===== config.mk =====
export PLATFORM = sky130hd
export DESIGN_NAME = fetch_unit
export DESIGN_NICKNAME = d
export VERILOG_FILES = /design/src/rtl/pipeline_pkg.sv /design/src/rtl/fetch_hold_buffer.sv /design/src/rtl/fetch_unit.sv
export SDC_FILE = /design/constraint.sdc
export NUM_CORES = 1
export LEC_CHECK = 0
export ABC_AREA = 1
export BUFFER_PORTS_ARGS = -buffer_cell sky130_fd_sc_hd__buf_4
export CORE_UTILIZATION = 28
export DETAILED_ROUTE_END_ITERATION = 10
export MAX_ROUTING_LAYER = met4
export PLACE_DENSITY = 0.54
export SKIP_LAST_GASP = 1
export SYNTH_ARGS = -nofsm -noshare
export SYNTH_HDL_FRONTEND = slang
export SYNTH_HIERARCHICAL = 1
export SYNTH_SLANG_ARGS = --single-unit

===== constraint.sdc =====
create_clock -name clk -period 2.3 [get_ports clk]
set_input_delay 0.23 -clock clk [delete_from_list [all_inputs] [get_ports clk]]
set_output_delay 0.23 -clock clk [all_outputs]
set_load 0.05 [all_outputs]

===== src/rtl/pipeline_pkg.sv =====
// pipeline_pkg
// Shared definitions for the pipeline front end: datapath width, the NOP
// used to flush IF/ID, the fetch FSM state type and a word-alignment helper.
package pipeline_pkg;

  localparam int XLEN = 32;

  localparam logic [XLEN-1:0] NOP_INSTR = 32'h0000_0000;

  typedef enum logic [1:0] {
    IDLE = 2'd0,
    REQ  = 2'd1,
    WAIT = 2'd2,
    HOLD = 2'd3
  } fetch_state_t;

  // Instructions are word aligned; low address bits are forced to zero.
  function automatic logic [XLEN-1:0] align_word(input logic [XLEN-1:0] addr);
    return {addr[XLEN-1:2], 2'b00};
  endfunction

endpackage


===== src/rtl/fetch_hold_buffer.sv =====
// fetch_hold_buffer
// One-word skid register that parks a fetched instruction while the
// pipeline is stalled.
// Ports:
//   clk      in   clock
//   rst      in   asynchronous active-low reset
//   load     in   capture din, mark valid
//   clear    in   drop contents (redirect)
//   consume  in   word has been delivered, mark empty
//   din      in   word to capture
//   data     out  buffered word
//   valid    out  buffer holds a word
module fetch_hold_buffer
  import pipeline_pkg::*;
(
  input  logic            clk,
  input  logic            rst,
  input  logic            load,
  input  logic            clear,
  input  logic            consume,
  input  logic [XLEN-1:0] din,
  output logic [XLEN-1:0] data,
  output logic            valid
);

  always_ff @(posedge clk or negedge rst) begin
    if (!rst) begin
      data  <= '0;
      valid <= 1'b0;
    end else if (clear || consume) begin
      valid <= 1'b0;
    end else if (load) begin
      data  <= din;
      valid <= 1'b1;
    end
  end

endmodule


===== src/rtl/fetch_unit.sv =====
// fetch_unit
// Instruction-fetch stage and writer side of the IF/ID register. Keeps the
// PC, fetches over a req/ready + valid handshake (one request in flight),
// parks words in a hold buffer during stalls and flushes IF/ID with a
// bubble on branch redirect.
// Ports:
//   clk, rst                     clock, asynchronous active-low reset
//   stall                        hazard unit: deliver nothing new
//   redirect, redirectPC         taken branch/jump and its target
//   memReq, memAddr              request to instruction memory
//   memReady                     memory accepts the request this cycle
//   memValid, memData            returned instruction word
//   outPC, outInstruction        IF/ID inPC / inInstruction
//   outWriteEnable               IF/ID single-cycle load pulse
//
// state | meaning
// IDLE  | just out of reset, start fetching on next edge
// REQ   | memReq high at memAddr=pc, waiting for memReady
// WAIT  | request accepted, waiting for memValid
// HOLD  | word parked in hold buffer until stall drops
module fetch_unit
  import pipeline_pkg::*;
#(
  parameter logic [XLEN-1:0] RESET_PC = 32'h0000_0000,
  parameter logic [XLEN-1:0] PC_STEP  = 32'd4
) (
  input  logic            clk,
  input  logic            rst,
  input  logic            stall,
  input  logic            redirect,
  input  logic [XLEN-1:0] redirectPC,
  output logic            memReq,
  output logic [XLEN-1:0] memAddr,
  input  logic            memReady,
  input  logic            memValid,
  input  logic [XLEN-1:0] memData,
  output logic [XLEN-1:0] outPC,
  output logic [XLEN-1:0] outInstruction,
  output logic            outWriteEnable
);

  fetch_state_t    state;
  logic [XLEN-1:0] pc;
  logic [XLEN-1:0] pc_next;
  logic [XLEN-1:0] target;
  logic            discard;
  logic [XLEN-1:0] hold_data;
  logic            hold_valid;
  logic            buf_load;
  logic            buf_consume;

  assign pc_next = pc + PC_STEP;  // wraps modulo 2^32
  assign target  = align_word(redirectPC);

  assign buf_load    = !redirect && (state == WAIT) && memValid && !discard && stall;
  assign buf_consume = !redirect && (state == HOLD) && !stall && hold_valid;

  fetch_hold_buffer u_hold (
    .clk     (clk),
    .rst     (rst),
    .load    (buf_load),
    .clear   (redirect),
    .consume (buf_consume),
    .din     (memData),
    .data    (hold_data),
    .valid   (hold_valid)
  );

  always_ff @(posedge clk or negedge rst) begin
    if (!rst) begin
      state          <= IDLE;
      pc             <= RESET_PC;
      discard        <= 1'b0;
      memReq         <= 1'b0;
      memAddr        <= RESET_PC;
      outPC          <= '0;
      outInstruction <= '0;
      outWriteEnable <= 1'b0;
    end else if (redirect) begin
      // Bubble goes out regardless of stall; the old path is abandoned.
      pc             <= target;
      outPC          <= '0;
      outInstruction <= NOP_INSTR;
      outWriteEnable <= 1'b1;
      case (state)
        REQ: begin
          if (memReady) begin
            // Request already accepted: its response must be thrown away.
            state   <= WAIT;
            discard <= 1'b1;
            memReq  <= 1'b0;
          end else begin
            memAddr <= target;
          end
        end
        WAIT: begin
          if (memValid) begin
            discard <= 1'b0;
            state   <= REQ;
            memReq  <= 1'b1;
            memAddr <= target;
          end else begin
            discard <= 1'b1;
          end
        end
        default: begin  // IDLE, HOLD
          state   <= REQ;
          memReq  <= 1'b1;
          memAddr <= target;
        end
      endcase
    end else begin
      outWriteEnable <= 1'b0;
      case (state)
        IDLE: begin
          state   <= REQ;
          memReq  <= 1'b1;
          memAddr <= pc;
        end
        REQ: begin
          if (memReady) begin
            state  <= WAIT;
            memReq <= 1'b0;
          end
        end
        WAIT: begin
          if (memValid) begin
            if (discard) begin
              discard <= 1'b0;
              state   <= REQ;
              memReq  <= 1'b1;
              memAddr <= pc;
            end else if (!stall) begin
              outInstruction <= memData;
              outPC          <= pc_next;
              outWriteEnable <= 1'b1;
              pc             <= pc_next;
              state          <= REQ;
              memReq         <= 1'b1;
              memAddr        <= pc_next;
            end else begin
              state <= HOLD;
            end
          end
        end
        HOLD: begin
          if (!stall && hold_valid) begin
            outInstruction <= hold_data;
            outPC          <= pc_next;
            outWriteEnable <= 1'b1;
            pc             <= pc_next;
            state          <= REQ;
            memReq         <= 1'b1;
            memAddr        <= pc_next;
          end
        end
        default: state <= IDLE;
      endcase
    end
  end

endmodule

* Word-level counts from Yosys, hierarchy flattened
Cells that the tools add are included.
Cells by class: equality and inequality tests 11, bitwise gates (word level) 1, reductions and logical operators 25, multiplexer cells 52, shifts and indexed selects 0, add/sub/neg operators 1, $mul 0, div/mod/pow operators 0, order comparisons 0
Operators by type and width (count):
- 32-bit two-way mux | 16
- 32-bit case mux with 2 select lines | 3
- 32-bit case mux with 3 select lines | 1
- 32-bit by 3-bit adder with 32-bit output, second input constant | 1
- 1-bit two-way mux | 19
- 3-bit inequality test, second input constant | 5
- 2-bit two-way mux | 7
- 5-bit AND reduction | 2
- 1-bit logical AND | 8
- 2-bit case mux with 4 select lines | 1
- 2-bit nonzero test | 4
- 1-bit case mux with 2 select lines | 3
- 2-bit == test, second input constant | 2
- 4-bit inequality test, second input constant | 1
- 1-bit case mux with 4 select lines | 1
- 2-bit case mux with 2 select lines | 1
- 2-bit AND reduction | 2
- 4-bit AND reduction | 1
- 4-bit nonzero test | 1
- 1-bit logical NOT | 3
- 3-bit by 2-bit inequality test with 1-bit output, second input constant | 1
- 3-bit AND reduction | 1
- 3-bit nonzero test | 1
- 2-bit by 1-bit == test with 1-bit output, second input constant | 1
- 4 further kinds | 4
Storage, ports and cells: output and inout port bits 98, memories 0, bits in latches 0, ROM bits 0, memory bits (writable) 0, flip-flop bits (word level) 166, logic and storage cells 100, bits of input ports 70

* Logic depth before layout (Yosys ltp)
Gate-level depths: netlist of the first run.
word-level depth 7, depth in mapped cells 11

* Modules after synthesis
Netlist of the first run, hierarchy kept.
By module, submodules not included:
- fetch_unit | seq. area each 3228.1 µm², area an instance 6655.1 µm², cells an instance 853, times used 1
- fetch_hold_buffer | seq. area each 825.8 µm², area an instance 1332.5 µm², cells an instance 143, times used 1

* Least setup slack after synthesis of the first run
Ideal clock, no wire load.
kind register to register, start point register state[1], end point register u_hold.data[18], cell stages (with the launch flop) 10, slack 0.396 ns, required time 2.184 ns, buffers on the path 3, arrival time 1.788 ns, cells stage by stage dfrtp_1 ha_1 buf_4 buf_1 nand3_1 nor2_1 nor2_4 buf_4 nand3_1 nand2_1
Between the ends: word-level cells in the longest chain between the ends 7, elaborated cells between the ends (all ways) 12, classes of those cells eq/ne: 2; bitwise: 1; reduce/logical: 9
Ends and longest elaborated chain:
- start, declared | RTL line fetch_unit.sv:42 | fetch_state_t state;
- start signal, assigned | RTL line fetch_unit.sv:71 | state <= IDLE;
- start signal, assigned | RTL line fetch_unit.sv:89 | state <= WAIT;
- start signal, assigned | RTL line fetch_unit.sv:99 | state <= REQ;
- 2-bit == test | RTL line fetch_unit.sv:56 | assign buf_consume = !redirect && (state == HOLD) && !stall && hold_valid;
- 1-bit logical AND (3 in series) | RTL line fetch_unit.sv:56
- named net buf_consume | RTL line fetch_unit.sv:50 | logic buf_consume;
- 1-bit logical OR | RTL line fetch_hold_buffer.sv:30 | end else if (clear || consume) begin
- 1-bit inverter (no source line)
- 2-bit AND reduction (no source line)
- end signal, assigned | RTL line fetch_hold_buffer.sv:33 | data <= din;
- end, declared | RTL line fetch_hold_buffer.sv:22 | output logic [XLEN-1:0] data,
The timed path passes the listed nets, and every way through them passes these cells. A chain may end at the register's enable or synchronous reset.

* Worst setup path after layout of the first run
start point register state[0], end point register pc[31]
Between the ends: word-level cells in the longest chain between the ends 3, elaborated cells between the ends (all ways) 10, classes of those cells eq/ne: 6; mux: 2; reduce/logical: 2
Ends and longest elaborated chain:
- 2-bit == test | RTL line fetch_unit.sv:114 | case (state)
- 3-bit inequality test (no source line), or another cell as far along
- 5-bit AND reduction (no source line) / 32-bit two-way mux (equally long branches)
- end signal, assigned | RTL line fetch_unit.sv:81 | pc <= target;
- end signal, assigned | RTL line fetch_unit.sv:137 | pc <= pc_next;
- end signal, assigned | RTL line fetch_unit.sv:151 | pc <= pc_next;
- end, declared | RTL line fetch_unit.sv:43 | logic [XLEN-1:0] pc;
Several ways; a longest one is shown, not always the timed one.

==> run_results.csv, run 1 <==
group,metric,value,unit
layout,nFillCells,2997,
global_routing,grt_max_degree,78,
timing,setup_viol,0,
detailed_routing,first_pass_iters,5,
power_and_ir_drop,cellPowerDensity,1427,nW/um2
floorplan,die_area,29210,um2
global_routing,grt_overflow,0,
layout,seq_area,4054,um2
timing,fmax,475.5,MHz
synthesis,ys_seq_area_share,50.75,%
floorplan,die_h,170.9,um
worst_setup_path,path_cells,"inv_1 > ha_1 > nand2_2 > o211ai_4 > nand3_4 > buf_4 > buf_4 > nand2_1 > nand3_1",
timing,finalHoldViolCount,0,
floorplan,num_rows,61,
timing,slew_headroom,64.19,%
cts,numCtsBuffers,17,
synthesis,ys_ff_latch,162,
detailed_routing,route.detailed.drc,0,
detailed_routing,wl_per_cell,16.46,um
timing,rsz0062_at_grt,"false",
timing,clock_skew,0.01641,ns
layout,nets,1235,
worst_setup_path,cpPeakStageDelay,0.41,ns
placement,port_buffers,165,
synthesis,syn_inst,996,
worst_hold_path,worst_hold_path_type,"in -> reg",
timing,tightest_slew,0.5371,ns
synthesis,syn_area_per_cell,8.020,um2
global_routing,grt_pass1_wl,40130,um
synthesis,syn_nets,1070,
worst_setup_path,required,2.61,ns
global_routing,grt_antenna_before_repair,0,
layout,utilization,37.10,%
job,drv_cap,0,
cts,cts_root_buffer,"clkbuf_16",
cts,clk_latency,0.44,ns
timing,period_share,91.44,%
global_routing,grt_pass1_vias,7229,
layout,n_antenna_cell,0,
worst_setup_path,crit_slowest_cell,"dfrtp_1",
placement,dp_slack,0.07887,ns
timing,fin_crit,2.103,ns
global_routing,grt_usage,18.61,%
placement,hpwl,17820,um
layout,drive_above_1_share,20.78,%
synthesis,async_reset_ff_share,100.0,%
cts,clockBufferDepth,2,
timing,setup-tns-final,0,ns
synthesis,ys_warn_count,6,
floorplan,die_x,170.9,um
worst_setup_path,crit_arrival,2.41,ns
synthesis,syn_area,7988,um2
floorplan,initial_core_util,28.59,%
worst_setup_path,critPathMostFrequentCell,"buf_4",
floorplan,core,27930,um2
cts,postCtsSetupRepairBufs,0,
layout,syn2layout_area_growth,29.75,%
cts,cts_sinks,162,
placement,dp_cells,1519,
cts,tritoncts,"done",
timing,maxSlewViolCount,0,
worst_setup_path,critical_path_peak_fanout,13,
outcome,status,"finished clean",
detailed_routing,drt-total-wl,25540,um
cts,clk_pin_slew,0.08,ns
floorplan,ios,168,
detailed_routing,ant_nets,0,
power_and_ir_drop,p_leak,5.007,nW
cts,h-tree-depth,4,
layout,multi_input_area,3521,um2
worst_setup_path,worstSetupEndpointType,"flop",
placement,place.gp.congestion,0.9482,
layout,layout.cells.non_filler,1552,
detailed_routing,dr.first_iter.drc_count,554,
timing,setup_ws,0.1969,ns
synthesis,synth-main-ff-cell,"dfrtp_1",
detailed_routing,routed_via_density,4.668,
worst_setup_path,crit_path_start_kind,"flop",
synthesis,synth_cell_types,35,
power_and_ir_drop,vdd_drop_max,0.5325,mV
detailed_routing,num_vias,7244,
worst_setup_path,worstSetupPathType,"reg -> reg",
synthesis,synth-edff-count,0,
[Yosys cell counts (2+ instances only)]
library cell  instances  area, um2
buf_4                 6      45.04
nand4_1               8      50.05
a22oi_1               2      15.01
clkbuf_1             19      71.32
xor2_1                8      70.07
o21ai_0              74      370.4
nand3_1              83      415.4
o211ai_1             15      112.6
buf_2                13      65.06
inv_2                 4      15.01
a31oi_1               3      18.77
buf_6                 4      45.04
o221ai_1              3      26.28
o21ai_1              15      75.07
nor2_1              114      427.9
ha_1                  4      50.05
a21oi_1              33      165.2
clkbuf_2              2      10.01
nand2_1             321       1205
nor3_1                3      15.01
dfrtp_1             162       4054
inv_1                49      183.9
buf_1                 4      15.01
mux2i_1              32      320.3
nand3_2               5      50.05
[path summary, 6_finish.rpt]
path                                start               to  slack [ns]  cells past startpoint
max reg2reg                      state[0]           pc[31]        0.20                      9
max in group asynchronous             rst         state[0]        1.26                      3
min in group asynchronous             rst        outPC[10]        0.26                      2
max                              state[0]           pc[31]        0.20                      9
min                           memData[21]  u_hold/data[21]        0.03                      3
min reg2reg                u_hold/data[7]   u_hold/data[7]        0.47                      2
[flip-flops by register name, summed over array words and instances (netlist names)]
register	flops
pc	30
u_hold/valid	1
memAddr	31
memReq	1
outPC	31
outWriteEnable	1
u_hold/data	32
outInstruction	32
state	2
discard	1
[stage by stage]
step	power [W]	hold WS [ns]	cell area, um2
global route	0.01567	0.02783	10360
finish	0.01479	0.02808	10360
detailed placement	0.01207	0.1452	9771
global placement	0.01201	0.1517	9771
floorplan	0.009496	-0.06559	7988
CTS	0.01492	0.01895	10340
[critical path, delay by kind of cell (launching register included)]
| family | cells | cell delay (ns) |
|---|---|---|
| AND/OR/NAND/NOR | 4 | 0.58 |
| adder cells (fa/ha/maj) | 1 | 0.32 |
| AO/OA/AOI/OAI | 1 | 0.19 |
| buffers and inverters | 3 | 0.49 |
| flip-flops | 1 | 0.41 |
[what timing repair did]
item	CTS	global route
gates resized for setup	0	5
endpoints found under the hold margin	29	0
setup endpoints to repair	0	35
hold buffers	1	0
[layout by cell type (no fill, tap or decap), drive strengths merged]
cell         Yosys  final
o221ai           3      3
inv             53     62
ha               4      4
mux2i           32     32
o211ai          16     16
dlygate4sd3      0      1
clkbuf          21     17
o21ai           89     89
clkinv           0      1
nand2          323    323
buf             27    193
nand3           88     88
o22ai            1      1
dfrtp          162    162
nor2           116    116
nor4             1      1
or2              1      1
nor3             3      3
a22oi            2      2
a21oi           33     33
nand4            8      8
o21a             1      1
clkinvlp         0      5
a31oi            3      3
a32oi            1      1
xor2             8      8
[kinds of logic after synthesis]
| kind of cell | synth area share, % |
|---|---|
| simple gates | 27.85 |
| flops | 50.75 |
| compound gates | 10.24 |
| buf+inv | 5.639 |
| mux | 4.010 |
| xor+xnor | 0.8772 |
| fa+ha+maj | 0.6266 |
[routing by layer]
| layer | vias to the layer above | track usage [%] | share of wire [%] |
|---|---|---|---|
| li1 | 3594 | - | - |
| met1 | 3417 | 23.93 | 44 |
| met2 | 218 | 28.89 | 47 |
| met3 | 15 | 5.390 | 7.9 |
| met4 | 0 | 4.193 | 1.1 |
| met5 | - | - | 0 |
[area by class of cell]
| class | instances | area share [%] |
|---|---|---|
| clock inverter | 15 | 1.328 |
| tap | 378 | 4.564 |
| clock buffer | 17 | 4.105 |
| timing repair buffer | 194 | 14.96 |
| sequential | 162 | 39.12 |
| multi-input combinational | 733 | 33.97 |
| inverter | 53 | 1.956 |
[power by group]
part	switching, W	internal [W]	leakage (nW)
sequential	0.000842	0.00391	2.05
clock	0.00137	0.00144	0.263
combinational	0.00509	0.00215	2.69
Note: power is estimated with default switching activity, not from simulation.
==> run 2, diff against run 1 <==
Settings changed: REMOVE_ABC_BUFFERS set to 1.
==> run 2 against run 1 <==
Effect of this change: sequential cell count did not move; routed wire length rose by 0.29%; clock skew shrank 0.0086 ns; clock power is 5% higher; fmax shrank 0.74%; core utilization barely moved; count of clock-buffer cells in the layout rose by 1; cell count did not move; largest power group unchanged; highest routed layer unchanged.
==> run_results.csv, run 2 (synthesis gave the netlist of run 1 again) <==
group,metric,value,unit
cts,clk_pin_slew,0.07,ns
detailed_routing,num_vias,7292,
timing,clock_skew,0.007777,ns
global_routing,use_met2,27.38,%
worst_setup_path,crit_path_start_kind,"flop",
worst_setup_path,crit_slowest_cell,"dfrtp_1",
detailed_routing,first_pass_iters,5,
placement,place.gp.congestion,0.8457,
floorplan,core,27930,um2
timing,maxSlewViolCount,0,
global_routing,grt_pass1_wl,40120,um
floorplan,initial_core_util,28.59,%
floorplan,die_x,170.9,um
floorplan,die_area,29210,um2
timing,timing.hold.ws,0.04003,ns
global_routing,grt_pass1_vias,7141,
power_and_ir_drop,vdd_drop_max,0.5579,mV
floorplan,die_h,170.9,um
global_routing,grt_usage,18.52,%
global_routing,grt_busiest_layer,"met2",
timing,fin_crit,2.119,ns
global_routing,grt_use_met1,24.63,%
cts,clockBufferDepth,2,
timing,period_share,92.12,%
worst_hold_path,worst_hold_path_type,"in -> reg",
timing,fmax,472.0,MHz
timing,rsz0062_at_grt,"false",
power_and_ir_drop,cellPowerDensity,1441,nW/um2
layout,nets,1236,
power_and_ir_drop,finalPower,0.01494,W
global_routing,grt_util_met3,5.529,%
placement,place_area,9766,um2
cts,tritoncts,"done",
outcome,status,"finished clean",
power_and_ir_drop,p_leak,5.021,nW
timing,tightest_slew,0.5978,ns
timing,setup-tns-final,0,ns
detailed_routing,dr.first_iter.drc_count,433,
timing,finalHoldViolCount,0,
layout,reg_top3,"outInstruction x32, u_hold/data x32",
layout,final_cell_mix,"nand2_1 (321), buf_4 (187), dfrtp_1 (162)",
placement,port_buffers,165,
worst_setup_path,path_cells,"inv_1 > ha_1 > o211ai_2 > inv_2 > nor2_8 > nand2_2 > inv_4 > nand3_2 > o211ai_1",
floorplan,ios,168,
layout,n_antenna_cell,0,
placement,hpwl,17850,um
worst_setup_path,worstSetupPathType,"reg -> reg",
global_routing,grt_overflow,0,
detailed_routing,wl_per_cell,16.50,um
worst_setup_path,critical_path_peak_fanout,11,
cts,cts_sinks,162,
cts,numCtsBuffers,17,
detailed_routing,drt-total-wl,25610,um
job,drv_cap,0,
worst_setup_path,required,2.63,ns
timing,slew_headroom,60.14,%
global_routing,grt_antenna_before_repair,0,
detailed_routing,route.detailed.drc,0,
cts,cts_root_buffer,"clkbuf_16",
layout,syn2layout_area_growth,29.84,%
floorplan,num_rows,61,
worst_setup_path,worstSetupEndpointType,"flop",
layout,finalInstanceArea,10370,um2
global_routing,grt_max_degree,44,
layout,drive_above_1_share,20.61,%
detailed_routing,ant_nets,0,
cts,h-tree-depth,4,
worst_setup_path,crit_arrival,2.45,ns
worst_setup_path,cpPeakStageDelay,0.39,ns
detailed_routing,routed_via_density,4.698,
timing,setup_viol,0,
cts,clk_latency,0.42,ns
layout,final_common_cell,"nand2_1",
## run 2: cell types whose count changed in the layout (fill, tap and decap cells not counted), moves of 2 or more
| cell | change |
|---|---|
| clkinvlp_4 | -2 |
| inv_6 | -3 |
| clkinv_4 | +3 |
| inv_8 | -3 |
| bufinv_16 | +2 |
| buf_4 | +2 |
## run 2: critical path, delay by kind of cell, from the launching register on
kind	cells	cell delay [ns]
adders and majority gates	1	0.28
buffers and inverters	3	0.45
DFF	1	0.39
AOI/OAI and AO/OA	2	0.48
and+or+nand+nor	3	0.42
## run 2: repair_timing
action	CTS	global route
hold buffers	1	0
endpoints found under the hold margin	36	0
gates resized for setup	0	2
buffers inserted	0	0
setup endpoints to repair	0	4
## run 2: cell type report
class                   instances  area, um2
fillers                      2933      17560
flip-flops and latches        162       4054
multi-input cells             733       3505
repair buffers                195       1545
well taps                     378      473.0
clock buffers                  18      439.2
inverters                      53      201.4
clock inverters                13      153.9
## run 2: final timing paths
check                                startpoint               to  slack, ns  depth (start not counted)
min in group asynchronous                   rst      memAddr[21]       0.31                          2
worst max register to register         state[0]           pc[14]       0.18                          9
worst min-delay path                memData[11]  u_hold/data[11]       0.04                          3
worst min register to register  u_hold/data[17]  u_hold/data[17]       0.47                          2
worst max-delay path                   state[0]           pc[14]       0.18                          9
max in group asynchronous                   rst      memAddr[24]       1.31                          3
## run 2: metrics by stage
stage	cells	utilization [%]	setup slack (ns)
floorplan	948	-	-2.349
global placement	1520	34.96	0.1395
detailed placement	1520	34.96	0.1041
CTS	1552	37.12	0.06800
global route	1552	37.13	0.04805
finish	1552	37.13	0.1812
## run 2: power breakdown
group | internal, W | switching, W | total [W]
Combinational | 0.00215 | 0.00512 | 0.00727
Clock | 0.00165 | 0.00128 | 0.00293
Sequential | 0.00391 | 0.000832 | 0.00474
## run 2: routing by layer
| layer | part of all wire (%) | wire (um) |
|---|---|---|
| met1 | 46 | 11660 |
| met2 | 44 | 11380 |
| met3 | 8.8 | 2246 |
| met4 | 1.3 | 331 |
| met5 | 0 | 0 |
